File: src/rtl/imem_ctrl.sv
// ---------------------------------------------------------------------------
// imem_ctrl
// Sequencer and arbiter for the single-port, word-organised instruction
// memory. Normally it passes CPU fetch reads through to the memory with a
// one-cycle read latency. On ld_start it switches to program-load mode:
// bytes from a loader stream (typically a UART receiver) are assembled
// little-endian into 32-bit words and written sequentially from word 0,
// with the CPU held off until LOAD_WORDS words have been written.
//
// Parameters:
//   ADDR_W      byte-address width into instruction memory (word index is
//               ADDR_W-2 bits)
//   LOAD_WORDS  number of words written per load (<= 2**(ADDR_W-2))
//
// Ports:
//   clk, rst                 rising-edge clock, synchronous active-high reset
//   fetch_req/fetch_addr     fetch read request and byte address
//   fetch_ready              request accepted this cycle
//   fetch_valid/fetch_inst   read result, one cycle after acceptance
//   ld_start                 begin a program load
//   ld_valid/ld_byte/ld_ready  loader byte stream handshake
//   cpu_hold                 stalls the core for the whole load
//   ld_checksum              running sum of loaded words (optional)
//   mem_we/mem_addr/mem_wdata/mem_rdata  instruction memory port
//
// Build option:
//   IMEM_CTRL_CHECKSUM_EN    when defined, ld_checksum accumulates the
//                            modulo-2^32 sum of every word written during a
//                            load; when undefined it is tied to 0.
// ---------------------------------------------------------------------------
module imem_ctrl #(
  parameter int ADDR_W     = 8,
  parameter int LOAD_WORDS = 64
) (
  input  logic              clk,
  input  logic              rst,
  input  logic              fetch_req,
  input  logic [31:0]       fetch_addr,
  output logic              fetch_ready,
  output logic              fetch_valid,
  output logic [31:0]       fetch_inst,
  input  logic              ld_start,
  input  logic              ld_valid,
  input  logic [7:0]        ld_byte,
  output logic              ld_ready,
  output logic              cpu_hold,
  output logic [31:0]       ld_checksum,
  output logic              mem_we,
  output logic [ADDR_W-3:0] mem_addr,
  output logic [31:0]       mem_wdata,
  input  logic [31:0]       mem_rdata
);

  localparam int WI = ADDR_W - 2;
  localparam logic [WI-1:0] LAST_IDX = WI'(LOAD_WORDS - 1);

  typedef enum logic [1:0] {
    S_RUN   = 2'd0,
    S_LOAD  = 2'd1,
    S_WRITE = 2'd2
  } state_t;

  state_t        r_state;
  logic [1:0]    r_byte_cnt;
  logic [WI-1:0] r_word_idx;
  logic [31:0]   r_word;
  logic          r_fetch_valid;
  logic [31:0]   r_inst_hold;

  logic          w_fetch_ready;
  logic          w_fetch_accept;
  logic          w_byte_take;
  logic          w_unused_addr;

  // Only the word-index bits of the fetch address reach the memory.
  assign w_unused_addr = ^{fetch_addr[31:ADDR_W], fetch_addr[1:0]};

  // ld_start pre-empts a fetch in the same cycle so the load never races a
  // read whose result would land while the core is already held.
  assign w_fetch_ready  = (r_state == S_RUN) && !rst && !ld_start;
  assign w_fetch_accept = fetch_req && w_fetch_ready;
  assign w_byte_take    = (r_state == S_LOAD) && ld_valid;

  assign fetch_ready = w_fetch_ready;
  assign fetch_valid = r_fetch_valid;
  assign ld_ready    = (r_state == S_LOAD);
  assign cpu_hold    = (r_state != S_RUN);
  assign mem_we      = (r_state == S_WRITE);
  assign mem_wdata   = r_word;
  assign mem_addr    = (r_state == S_RUN) ? fetch_addr[ADDR_W-1:2] : r_word_idx;

  // The memory output register already provides the one-cycle read latency,
  // so the valid cycle forwards mem_rdata directly; r_inst_hold keeps that
  // word afterwards so fetch_inst stays stable between valid pulses.
  assign fetch_inst = r_fetch_valid ? mem_rdata : r_inst_hold;

  // Main sequencer: RUN passes fetches through, LOAD collects four bytes,
  // WRITE commits the assembled word and advances or finishes the load.
  always_ff @(posedge clk) begin
    if (rst) begin
      r_state       <= S_RUN;
      r_byte_cnt    <= 2'd0;
      r_word_idx    <= '0;
      r_word        <= 32'd0;
      r_fetch_valid <= 1'b0;
      r_inst_hold   <= 32'd0;
    end else begin
      r_fetch_valid <= w_fetch_accept;
      if (r_fetch_valid) begin
        r_inst_hold <= mem_rdata;
      end

      case (r_state)
        S_RUN: begin
          if (ld_start) begin
            r_state    <= S_LOAD;
            r_byte_cnt <= 2'd0;
            r_word_idx <= '0;
            r_word     <= 32'd0;
          end
        end

        S_LOAD: begin
          if (w_byte_take) begin
            // Byte 0 of each word lands in bits [7:0] (little-endian).
            r_word[{r_byte_cnt, 3'b000} +: 8] <= ld_byte;
            r_byte_cnt                        <= r_byte_cnt + 2'd1;
            if (r_byte_cnt == 2'd3) begin
              r_state <= S_WRITE;
            end
          end
        end

        S_WRITE: begin
          if (r_word_idx == LAST_IDX) begin
            r_word_idx <= '0;
            r_state    <= S_RUN;
          end else begin
            r_word_idx <= r_word_idx + 1'b1;
            r_state    <= S_LOAD;
          end
        end

        default: begin
          r_state <= S_RUN;
        end
      endcase
    end
  end

`ifdef IMEM_CTRL_CHECKSUM_EN
  logic [31:0] r_checksum;

  // Sum of every word committed in the current load; restarts on ld_start
  // and keeps its final value once the load is over.
  always_ff @(posedge clk) begin
    if (rst) begin
      r_checksum <= 32'd0;
    end else if ((r_state == S_RUN) && ld_start) begin
      r_checksum <= 32'd0;
    end else if (r_state == S_WRITE) begin
      r_checksum <= r_checksum + r_word;
    end
  end

  assign ld_checksum = r_checksum;
`else
  assign ld_checksum = 32'd0;
`endif

endmodule

File: config.mk
export PLATFORM = sky130hd
export DESIGN_NAME = imem_ctrl
export DESIGN_NICKNAME = d
export VERILOG_FILES = /design/src/rtl/imem_ctrl.sv
export SDC_FILE = /design/constraint.sdc
export NUM_CORES = 1
export LEC_CHECK = 0
export BUFFER_PORTS_ARGS = -buffer_cell sky130_fd_sc_hd__buf_2
export CAP_MARGIN = 20
export CORE_ASPECT_RATIO = 0.6
export CORE_UTILIZATION = 45
export CTS_CLUSTER_DIAMETER = 80
export DETAILED_ROUTE_END_ITERATION = 8
export GPL_ROUTABILITY_DRIVEN = 1
export PLACE_DENSITY_LB_ADDON = 0.12
export SLEW_MARGIN = 20
export SYNTH_ARGS = -nofsm -noshare
export SYNTH_HDL_FRONTEND = slang
export SYNTH_SLANG_ARGS = --single-unit
File: constraint.sdc
create_clock -name clk -period 2.3 [get_ports clk]
set_clock_uncertainty 0.15 [all_clocks]
set_input_delay 0.23 -clock clk [delete_from_list [all_inputs] [get_ports clk]]
set_output_delay 0.23 -clock clk [all_outputs]
set_load 0.01 [all_outputs]
After elaboration in Yosys (flattened, before gate mapping)
Index checks and enable logic that the tools add are counted.
W data, S select, Z words.
{ "classes": {"n_addsub": 3, "multipliers": 0, "div": 0, "order_cmp": 0, "n_eq_ne": 7, "shifts": 2, "n_mux": 17, "bitwise": 0, "n_reduce_logical": 13} }
{ "op_table": {"columns": ["op", "n"], "rows": [
  ["$mux W32", 3],
  ["$pmux W32 S2", 1],
  ["$bwmux W32", 1],
  ["$shift A8 B7 Y32 const A", 1],
  ["$shiftx A8 B7 Y32", 1],
  ["$mux W6", 3],
  ["$pmux W6 S2", 1],
  ["$mux W2", 5],
  ["$neg A5 Y7", 1],
  ["$add A6 B1 Y6 const B", 1],
  ["$eq A6 B6 Y1 const B", 1],
  ["$pmux W2 S3", 1],
  ["$reduce_and A3 Y1", 2],
  ["$reduce_bool A2 Y1", 3],
  ["$eq A2 B2 Y1 const B", 2],
  ["$logic_and A1 B1 Y1", 4],
  ["$ne A2 B1 Y1 const B", 2],
  ["$pmux W2 S2", 1],
  ["$add A2 B1 Y2 const B", 1],
  ["$eq A2 B1 Y1 const B", 1],
  ["$logic_not A1 Y1", 2],
  ["$logic_not A2 Y1", 1],
  ["$ne A2 B2 Y1 const B", 1],
  ["$reduce_and A2 Y1", 1],
  ["$mux W1", 1]
]} }
{ "word_totals": {"regBits": 75, "latch_bits": 0, "ramBits": 0, "rom_bits": 0, "input_bits": 77, "out_inout_bits": 107, "wordCells": 48, "mem_count": 0} }

Depth between registers and ports, before layout
Gate-level depths: netlist of run 1.
{ "depth": {"word_depth": 5, "depth_mapped": 8, "ltp_nobuf": 5} }

Least setup slack after synthesis of run 1
No wires, ideal clock.
{ "synth_timing": {"path_kind": "register to register", "startpoint": "register r_byte_cnt[0]", "endpoint": "register r_word[14], in the netlist mem_wdata[14]", "setup_ns": 0.072, "arrival_ns": 1.920, "required_time_ns": 2.078, "path_slack_ns": 0.158, "stages_incl_launch_ff": 9, "path_buffers": 3, "period_less_slack_ns": 2.142, "path_cell_list": "dfxtp_1 > clkbuf_1 > inv_1 > ha_1 > nor4bb_1 > clkbuf_1 > buf_2 > nand3_1 > mux2i_1"} }
{ "synth_via": {"elab_chain_cells": 5, "word_cells_on_any_way": 6, "classes_between": "add/sub: 1; shift: 2; mux: 3"} }
{ "synth_rtl": {"columns": ["element", "line_no", "source"], "rows": [
  ["start, declared", "64", "logic [1:0] r_byte_cnt;"],
  ["start signal, assigned", "127", "r_byte_cnt <= r_byte_cnt + 2'd1;"],
  ["$neg A5 Y7 (*)", "126", "r_word[{r_byte_cnt, 3'b000} +: 8] <= ld_byte;"],
  ["$shiftx A8 B7 Y32 or $shift A8 B7 Y32 (tied branches)", "126", null],
  ["$bwmux W32 (*)", "126", null],
  ["$mux W32 (*)", "124", "if (w_byte_take) begin"],
  ["$pmux W32 S2 (*)", "113", "case (r_state)"],
  ["end signal, assigned by index", "126", null],
  ["end, declared", "66", "logic [31:0] r_word;"]
]} }
Mark *: on every way between the ends. The rest lies on a longest branch, timed or not. The select of a mux whose other input is x is not followed.
A chain may end at the register's enable or synchronous reset.

Final worst setup path of run 1
{ "layout_timing": {"startpoint": "register r_state[0]", "endpoint": "output port ld_ready"} }
{ "layout_via": {"elab_chain_cells": 1} }
{ "layout_rtl": {"columns": ["element", "line_no", "source"], "rows": [
  ["start, declared", "63", "state_t r_state;"],
  ["start signal, assigned", "101", "r_state <= S_RUN;"],
  ["start signal, assigned", "116", "r_state <= S_LOAD;"],
  ["start signal, assigned", "129", "r_state <= S_WRITE;"],
  ["$eq A2 B1 Y1", "86", "assign ld_ready = (r_state == S_LOAD);"],
  ["end, declared", "45", "output logic ld_ready,"]
]} }
No other way between the ends.

==> results of run 1 <==
==> path summary, 6_finish.rpt <==
kind | start | end | slack [ps] | depth (start not counted)
max | r_state[0]$_SDFFE_PP0P_ | ld_ready | 190 | 2
min | ld_byte[5] | mem_wdata[29]$_SDFFE_PP0P_ | 70 | 3
max reg2reg | r_byte_cnt[1]$_SDFFE_PP0P_ | mem_wdata[8]$_SDFFE_PP0P_ | 230 | 6
min reg2reg | mem_wdata[22]$_SDFFE_PP0P_ | mem_wdata[22]$_SDFFE_PP0P_ | 320 | 2
==> worst reg2reg max path: cells and delay by family, from the launching register on <==
family	cells	cell delay (ps)
mux	1	170
flops	1	440
simple gates	2	430
fa+ha+maj	1	470
buf+inv	2	360
==> stage by stage <==
step | total power [W] | util [%] | hold WS, ps | cell area (um2) | setup slack, ps
after floorplan | 0.00163 | - | 202 | 3970 | 158
after global placement | 0.00171 | 54.9 | 283 | 4430 | 304
final | 0.00292 | 58.3 | 71.1 | 4700 | 194
after global routing | 0.00306 | 58.3 | 77.7 | 4700 | 46.6
after CTS | 0.00297 | 58.3 | 60.1 | 4700 | 184
after detailed placement | 0.00172 | 54.9 | 287 | 4430 | 270
==> flip-flops by register name (all words and copies together) (netlist names) <==
register	flops
fetch_valid	1
mem_wdata	32
r_byte_cnt	2
r_inst_hold	32
r_state	2
r_word_idx	6
==> cell families after synthesis <==
logic type      after synthesis  share of synthesized area (%)
simple gates                143                           23.7
mux                          62                           17.3
buf+inv                      64                           10.0
compound gates               43                           7.54
flops                        75                           39.0
fa+ha+maj                     7                           2.28
other cells                   1                         0.0974
==> routing by layer <==
metal / GRT usage (%) / share of wire (%) / vias to the layer above
met5: 0 / 0 / -
li1: - / - / 1534
met2: 28.6 / 42 / 95
met1: 28.1 / 52 / 1393
met4: 4.94 / 0.31 / 0
met3: 6.21 / 5.6 / 2
==> cell type report <==
type	count	area, um2
clock buffers	10	229
clock inverters	5	31.3
fillers	737	3370
inverters	4	15.0
multi-input cells	287	2080
flip-flops and latches	75	1500
well taps	108	135
repair buffers	134	708
==> power by group through the flow <==
| stage | combinational (W) | clock [W] | sequential, W |
|---|---|---|---|
| floorplan | 0.000270 | 0 | 0.00136 |
| global placement | 0.000347 | 0 | 0.00136 |
| detailed placement | 0.000350 | 0 | 0.00137 |
| CTS | 0.000353 | 0.00128 | 0.00134 |
| global route | 0.000385 | 0.00134 | 0.00134 |
| finish | 0.000352 | 0.00123 | 0.00134 |
==> layout by cell type (no fill, tap or decap), drive strengths merged, types with 5 or more instances in the layout <==
master and count:
buf 133, dfxtp 75, nor2b 45, nand3 38, mux2 37, conb 32
nand2b 27, mux2i 25, a21oi 18, clkbuf 10, o21ai 9, and4b 9
o211ai 8, ha 7, nor3b 5
==> metrics.txt, run 1 <==
largest net degree at the start of global routing 59; post-synthesis sequential area ratio 39.0%; initial antenna violation count 0; P&R area growth vs syn 22.2%; CTS tree built; synthesized area 0.00385 mm2; CTS root buf clkbuf_16; layout cell share with drive strength beyond 1 37.1%; Placed Instances 607; total gr overflow 0; clock share of power 42.2%; HPWL after DPL 6320 um; row count 25; fin crit share 91.6%; Global Route Usage Sum 19.7%; H-tree levels 3; worst-case clock buffer depth 2; antenna cells 0; CTS Buf Count 9; Peak VDD IR 0.000360 V; nets@finish 595; slowest CP cell nor2b_1; cell-by-cell trace of the critical path nor2b_1, buf_2; ys async rst share 0%; max-slew violations 0; logic gate share of total power 12.0%; Ys Warns 0; worst-path fanout max 13; clk slew on worst S/H paths 60 ps; # DRC 0; DRT iter0 DRCs 186; Peak Freq 475 MHz; Final Hold Fails 0; final wirelength 8620 um; worst-margin pin slew 626 ps; Worst setup EP type output pin; cell taking the most area after synthesis dfxtp_1; outcome complete, no violations; routability cong. 0.830; pwr/cell area 621 mW/mm2; vias in the first global route 2,626; Sw Ratio 24.6%; CTS sink cnt 75; top-level port count 184; most common library cells after synthesis dfxtp_1, nor2b_1, nand3_1; Worst Setup Path Type reg -> out; non-filler instance count after layout 623; TNS Setup 0 ps; Hold Path Class in -> reg; slowest cell delay on critical path 580 ps; minimum clock period 2110 ps; Max-cap violations 0; top cells by area, synth dfxtp_1, mux2_2, nor2b_1; Mapped Cells 395; worst skew pair latency 330 ps; Seq pwr share 45.8%; Worst setup SP type flop; NetSw 0.000720 W; drt wl/cell 13.8 um; CORE AREA 0.00807 mm2; CP required 1920 ps; via count of the routed design 3,024; first-pass GRT wire length 13,400 um; cts repair resizes 0; Vias/cell 4.85; port buffer count 125; Rel. slew slack 58.2%; chip width 121 um; count leader, synth dfxtp_1; DRT Pass-1 Iters 4; cell internal pwr 0.00220 W; Initial Util 47.7%; Leakage 2.19 nW; Final Setup Violations 0; Data arrival, critical path 1730 ps; Hold-fix buffers, CTS 1; post-CTS setup buffers 0; predominant post-synthesis flop cell dfxtp_1; remaining antenna violation count after routing 0; cell family with most CP delay simple AND/OR/NAND/NOR gates; Cell variety after synth 44; crit path buf inv count 1; EDFF count, synth 0; Yosys top cell area share 39.0%; Synth Register Bits 75; RSZ-0062 raised after global routing no; die area 0.00894 mm2; Die H 73.6 um; Syn Area/Cell 9.74 um2
No activity file was read; power rests on OpenSTA's default activity.
==> run 2, diff against run 1 <==
GPL_TIMING_DRIVEN = 0   (was unset)
==> run 2 against run 1 <==
Total power rose by 9.7%; clock power up 19%; combinational power rose by 16%; critical endpoint is now fetch_ready; highest routed layer unchanged; largest power group is now the clock network.
==> metrics.txt, run 2 (same netlist as run 1, synthesis figures left out) <==
most common cell after layout, fill and taps aside buf_2 (unchanged); DRT iter0 DRCs 219 (was 186); antenna cells 0 (unchanged); Worst Setup Path Type reg -> out (unchanged); total gr overflow 0 (unchanged); Initial Util 47.7% (unchanged); Sw Ratio 23.5% (was 24.6%); Max-cap violations 0 (unchanged); port buffer count 124 (was 125); worst-margin pin slew 612 ps (was 626 ps); Peak Freq 458 MHz (was 475 MHz); CP required 1920 ps (about the same); H-tree levels 3 (unchanged); drt wl/cell 14.3 um (was 13.8 um); pwr/cell area 632 mW/mm2 (was 621 mW/mm2); worst skew pair latency 330 ps (about the same); Data arrival, critical path 1800 ps (was 1730 ps); layout cell share with drive strength beyond 1 40.8% (was 37.1%); largest net degree at the start of global routing 13 (was 59); CTS Buf Count 9 (unchanged); Final Hold Fails 0 (unchanged); logic gate share of total power 12.8% (was 12.0%); slowest CP cell nor4_1 (was nor2b_1); outcome complete, no violations (unchanged); Leakage 2.42 nW (was 2.19 nW); # DRC 0 (unchanged); Worst setup EP type output pin (unchanged); area of the multi-input gates 0.00210 mm2 (was 0.00208 mm2); top-level port count 184 (unchanged); post-CTS setup buffers 0 (unchanged); Final Setup Violations 0 (unchanged); final setup margin 118 ps (was 194 ps); Peak VDD IR 0.000449 V (was 0.000360 V); Hold Path Class in -> reg (unchanged); Rel. slew slack 59.2% (was 58.2%); cell-by-cell trace of the critical path buf_4, buf_2, nor4_1, buf_2 (was nor2b_1, buf_2); remaining antenna violation count after routing 0 (unchanged); final wirelength 9610 um (was 8620 um); max-slew violations 0 (unchanged); P&R area growth vs syn 31.7% (was 22.2%); Seq pwr share 41.7% (was 45.8%); die area 0.00894 mm2 (unchanged); TNS Setup 0 ps (unchanged); FF/Latch Area 0.00150 mm2 (about the same); Die H 73.6 um (unchanged); most frequent CP cell buf_2; DRT Pass-1 Iters 4 (unchanged); fillers 715 (was 737); crit path buf inv count 3 (was 1); CORE AREA 0.00807 mm2 (unchanged); first-pass GRT wire length 14,800 um (was 13,400 um); slowest cell delay on critical path 500 ps (was 580 ps); clk slew on worst S/H paths 60 ps (about the same); fin crit share 94.9% (was 91.6%); HPWL after DPL 7330 um (was 6320 um); most frequent cells in the layout buf_2, dfxtp_1, nor2b_1, nand3_1, buf_4 (was buf_2, dfxtp_1, nor2b_1, nand3_1, conb_1); CTS tree built (unchanged); initial antenna violation count 0 (unchanged); routability cong. 0.870 (was 0.830); vias in the first global route 2,910 (was 2,626); minimum clock period 2180 ps (was 2110 ps); CTS sink cnt 75 (unchanged); via count of the routed design 3,279 (was 3,024); Worst setup SP type flop (unchanged); worst-path fanout max 10 (was 13); row count 25 (unchanged); Vias/cell 4.86 (was 4.85); NetSw 0.000755 W (was 0.000720 W); Post-Place Worst Slack -355 ps (was 270 ps); RSZ-0062 raised after global routing no (unchanged); nets@finish 645 (was 595); cell internal pwr 0.00245 W (was 0.00220 W); chip width 121 um (unchanged); clock share of power 45.5% (was 42.2%); CTS root buf clkbuf_16 (unchanged); worst-case clock buffer depth 2 (unchanged); Global Route Usage Sum 21.9% (was 19.7%); cell family with most CP delay buffers and inverters (was simple AND/OR/NAND/NOR gates)
==> run 2: changes by cell type in the layout (fill, tap and decap cells not counted), sizes merged <==
cell,before,now
clkinvlp,1,2
buf,133,167
clkinv,4,0
bufinv,0,1
clkbuf,10,29
==> run 2: repair_timing <==
action / in CTS / in global routing
pin swaps: 0 / 1
gates resized for setup: 4 / 8
hold endpoints to repair: 1 / 0
hold buffers: 1 / 0
endpoints found under the setup margin: 29 / 23
==> run 2: worst paths after layout <==
| kind | start | to | slack, ps | cells past startpoint |
|---|---|---|---|---|
| hold / removal | ld_byte[5] | mem_wdata[29]$_SDFFE_PP0P_ | 80 | 3 |
| setup / recovery | r_state[1]$_SDFFE_PP0P_ | fetch_ready | 120 | 4 |
| hold reg to reg | mem_wdata[25]$_SDFFE_PP0P_ | mem_wdata[25]$_SDFFE_PP0P_ | 310 | 2 |
| setup reg to reg | r_byte_cnt[0]$_SDFFE_PP0P_ | mem_wdata[18]$_SDFFE_PP0P_ | 160 | 7 |
==> run 2: final cells by class <==
class                           instances  share of cell area, %
Inverter                                4                  0.296
Buffer                                 59                   7.38
Clock buffer                           13                   5.33
Clock inverter                          3                  0.889
Tap cell                              108                   2.67
Sequential cell                        75                   29.6
Timing Repair Buffer                  125                   12.4
Multi-Input combinational cell        287                   41.3
==> run 2: worst register-to-register path, delay by kind of cell, from the launching register on <==
family | cells | cell delay (ps)
adders and majority gates | 1 | 300
DFF | 1 | 410
muxes | 1 | 160
buffers and inverters | 3 | 620
and+or+nand+nor | 2 | 430
==> run 2: power by group through the flow <==
stage | sequential [W] | clock [W] | combinational, W
2_1_floorplan | 0.00136 | 0 | 0.000270
3_3_place_gp | 0.00136 | 0 | 0.000395
3_5_place_dp | 0.00136 | 0 | 0.000400
4_1_cts | 0.00134 | 0.00148 | 0.000404
5_1_grt | 0.00134 | 0.00155 | 0.000445
6_report | 0.00134 | 0.00146 | 0.000410
==> run 2: per-stage QoR <==
step                hold slack, ps  power (W)  std cells  utilization (%)  cell area [um2]
global route                  69.6    0.00333        674             62.8             5070
finish                        83.0    0.00321        674             62.8             5070
detailed placement             286    0.00176        658             58.5             4720
floorplan                      202    0.00163        426                -             3970
global placement               284    0.00176        658             58.5             4720
CTS                           61.1    0.00322        675             62.7             5060
==> run 2: layer usage <==
metal | up-vias | GRT usage [%] | part of all wire [%]
met2 | 126 | 33.0 | 43
li1 | 1636 | - | -
met3 | 10 | 6.75 | 7.7
met1 | 1507 | 30.3 | 48
met5 | - | 0 | 0
met4 | 0 | 6.17 | 1.2
==> run 3, diff against run 2 <==
PLACE_DENSITY = 0.78   (was unset)
PLACE_DENSITY_LB_ADDON = unset   (was 0.12)
==> run 3 against run 2 <==
Worst setup slack better by 40 ps; first-iteration DRC count is 6.4% higher; count of clock-buffer cells in the layout is 4 lower; non-clock buffer count is 2 higher; sequential share of layout area is 0.058 points lower; wire length is 0.79% higher; sequential power hardly changed; highest routed layer unchanged; clock power hardly changed; register-to-register slack hardly changed; fmax is 1.8% higher.
==> metrics.txt, run 3 (same netlist as run 1, synthesis figures left out) <==
Metal-1 WL 4330 um (was 4590 um); max-slew violations 0 (unchanged); DR top layer met4 (unchanged); antenna cells 0 (unchanged); via count of the routed design 3,341 (was 3,279); Total Power 0.00324 W (was 0.00321 W); vias in the first global route 3,143 (was 2,910); CTS Buf Count 9 (unchanged); Rel. slew slack 57.9% (was 59.2%); Placed Instances 658 (unchanged); H-tree levels 3 (unchanged); CORE AREA 0.00807 mm2 (unchanged); nets@finish 647 (was 645); Worst setup EP type flop (was output pin); worst-path fanout max 10 (unchanged); cell-by-cell trace of the critical path clkbuf_4, inv_1, ha_1, clkbuf_2, nor3b_4, nand3_1, mux2i_1 (was buf_4, buf_2, nor4_1, buf_2); Worst Setup Path Type reg -> reg (was reg -> out); first-pass GRT wire length 15,200 um (was 14,800 um); hold slack 59.1 ps (was 83.0 ps); RSZ-0062 raised after global routing no (unchanged); CTS tree built (unchanged); TNS Setup 0 ps (unchanged); Vias/cell 4.95 (was 4.86); top-level port count 184 (unchanged); die area 0.00894 mm2 (unchanged); CTS root buf clkbuf_16 (unchanged); P&R area growth vs syn 32.0% (was 31.7%); Hold Startpoint ld_byte[5] (unchanged); Leakage 2.44 nW (was 2.42 nW); total gr overflow 0 (unchanged); fin crit share 93.1% (was 94.9%); pwr/cell area 638 mW/mm2 (was 632 mW/mm2); clk slew on worst S/H paths 60 ps (about the same); drt wl/cell 14.4 um (was 14.3 um); initial antenna violation count 0 (unchanged); cell family with most CP delay buffers and inverters (unchanged); Peak Freq 467 MHz (was 458 MHz); DRT Pass-1 Iters 4 (unchanged); chip width 121 um (unchanged); Peak VDD IR 0.000343 V (was 0.000449 V); non-filler instance count after layout 675 (was 674); CP required 2410 ps (was 1920 ps); HPWL after DPL 7440 um (was 7330 um); minimum clock period 2140 ps (was 2180 ps); Data arrival, critical path 2250 ps (was 1800 ps); Final Core Density 62.9% (was 62.8%); Die H 73.6 um (unchanged); Global Route Usage Sum 22.3% (was 21.9%); Setup crit start r_byte_cnt[0]$_SDFFE_PP0P_ (was r_state[1]$_SDFFE_PP0P_); routed wl met2 4460 um (was 4170 um); most frequent cells in the layout buf_2, dfxtp_1, nor2b_1, nand3_1, buf_4 (unchanged); Initial Util 47.7% (unchanged); final wirelength 9690 um (was 9610 um); crit path buf inv count 3 (unchanged); Worst setup SP type flop (unchanged); DRT iter0 DRCs 233 (was 219); Met3 Wirelength 814 um (was 740 um); worst-case clock buffer depth 2 (unchanged); # DRC 0 (unchanged); slowest CP cell dfxtp_2 (was nor4_1); slowest cell delay on critical path 420 ps (was 500 ps); port buffer count 124 (unchanged); most common cell after layout, fill and taps aside buf_2 (unchanged); Final Setup Violations 0 (unchanged); CTS sink cnt 75 (unchanged); largest net degree at the start of global routing 14 (was 13); row count 25 (unchanged); R2R Path Start r_byte_cnt[0]$_SDFFE_PP0P_ (unchanged); worst-margin pin slew 632 ps (was 612 ps); remaining antenna violation count after routing 0 (unchanged); layout cell share with drive strength beyond 1 41.1% (was 40.8%); Hold Path Class in -> reg (unchanged); worst skew pair latency 340 ps (was 330 ps); routability cong. 0.848 (was 0.870); Max-cap violations 0 (unchanged); outcome complete, no violations (unchanged); Final Hold Fails 0 (unchanged)
run 3: power by group:
| group | switching [W] | internal (W) | total [W] | leakage (nW) |
|---|---|---|---|---|
| Clock | 0.000546 | 0.000947 | 0.00149 | 0.152 |
| Sequential | 0.0000133 | 0.00132 | 0.00134 | 0.607 |
| Combinational | 0.000214 | 0.000198 | 0.000412 | 1.68 |
| Total | 0.000773 | 0.00247 | 0.00324 | 2.44 |
run 3: worst register-to-register path: cells and delay by family, from the launching register on:
family | cells | cell delay (ps)
adders and majority gates | 1 | 310
buffers and inverters | 3 | 510
DFF | 1 | 420
muxes | 1 | 170
and+or+nand+nor | 2 | 510
run 3: area by class of cell:
type                    instances  area, um2
flip-flops and latches         75       1500
repair buffers                126        638
fillers                       687       2990
clock buffers                   9        225
plain buffers                  60        377
inverters                       4       15.0
clock inverters                 6       90.1
well taps                     108        135
multi-input cells             287       2100
run 3: timing repair:
action / CTS / global route
hold buffers: 1 / 0
gates cloned: 0 / 0
buffers inserted: 0 / 1
endpoints found under the setup margin: 26 / 23
resized for setup: 3 / 8
hold endpoints to repair: 1 / 0
pin swaps: 0 / 1
run 3: metrics by stage:
stage               cell area, um2  setup WS, ps
floorplan                     3970           158
global placement              4720          -226
detailed placement            4720          -260
CTS                           5050          36.4
global route                  5080          18.9
finish                        5080           158
run 3: layer usage:
layer	global-route usage [%]	up-vias
li1	-	1641
met1	27.8	1568
met2	36.1	125
met3	8.31	7
met4	6.58	0
met5	0	-
run 3: path summary, 6_finish.rpt:
path,end,slack (ps),cells after the start
hold / removal,mem_wdata[29]$_SDFFE_PP0P_,60,3
setup reg to reg,mem_wdata[3]$_SDFFE_PP0P_,160,7
hold reg to reg,mem_wdata[28]$_SDFFE_PP0P_,320,2
setup / recovery,mem_wdata[3]$_SDFFE_PP0P_,160,7
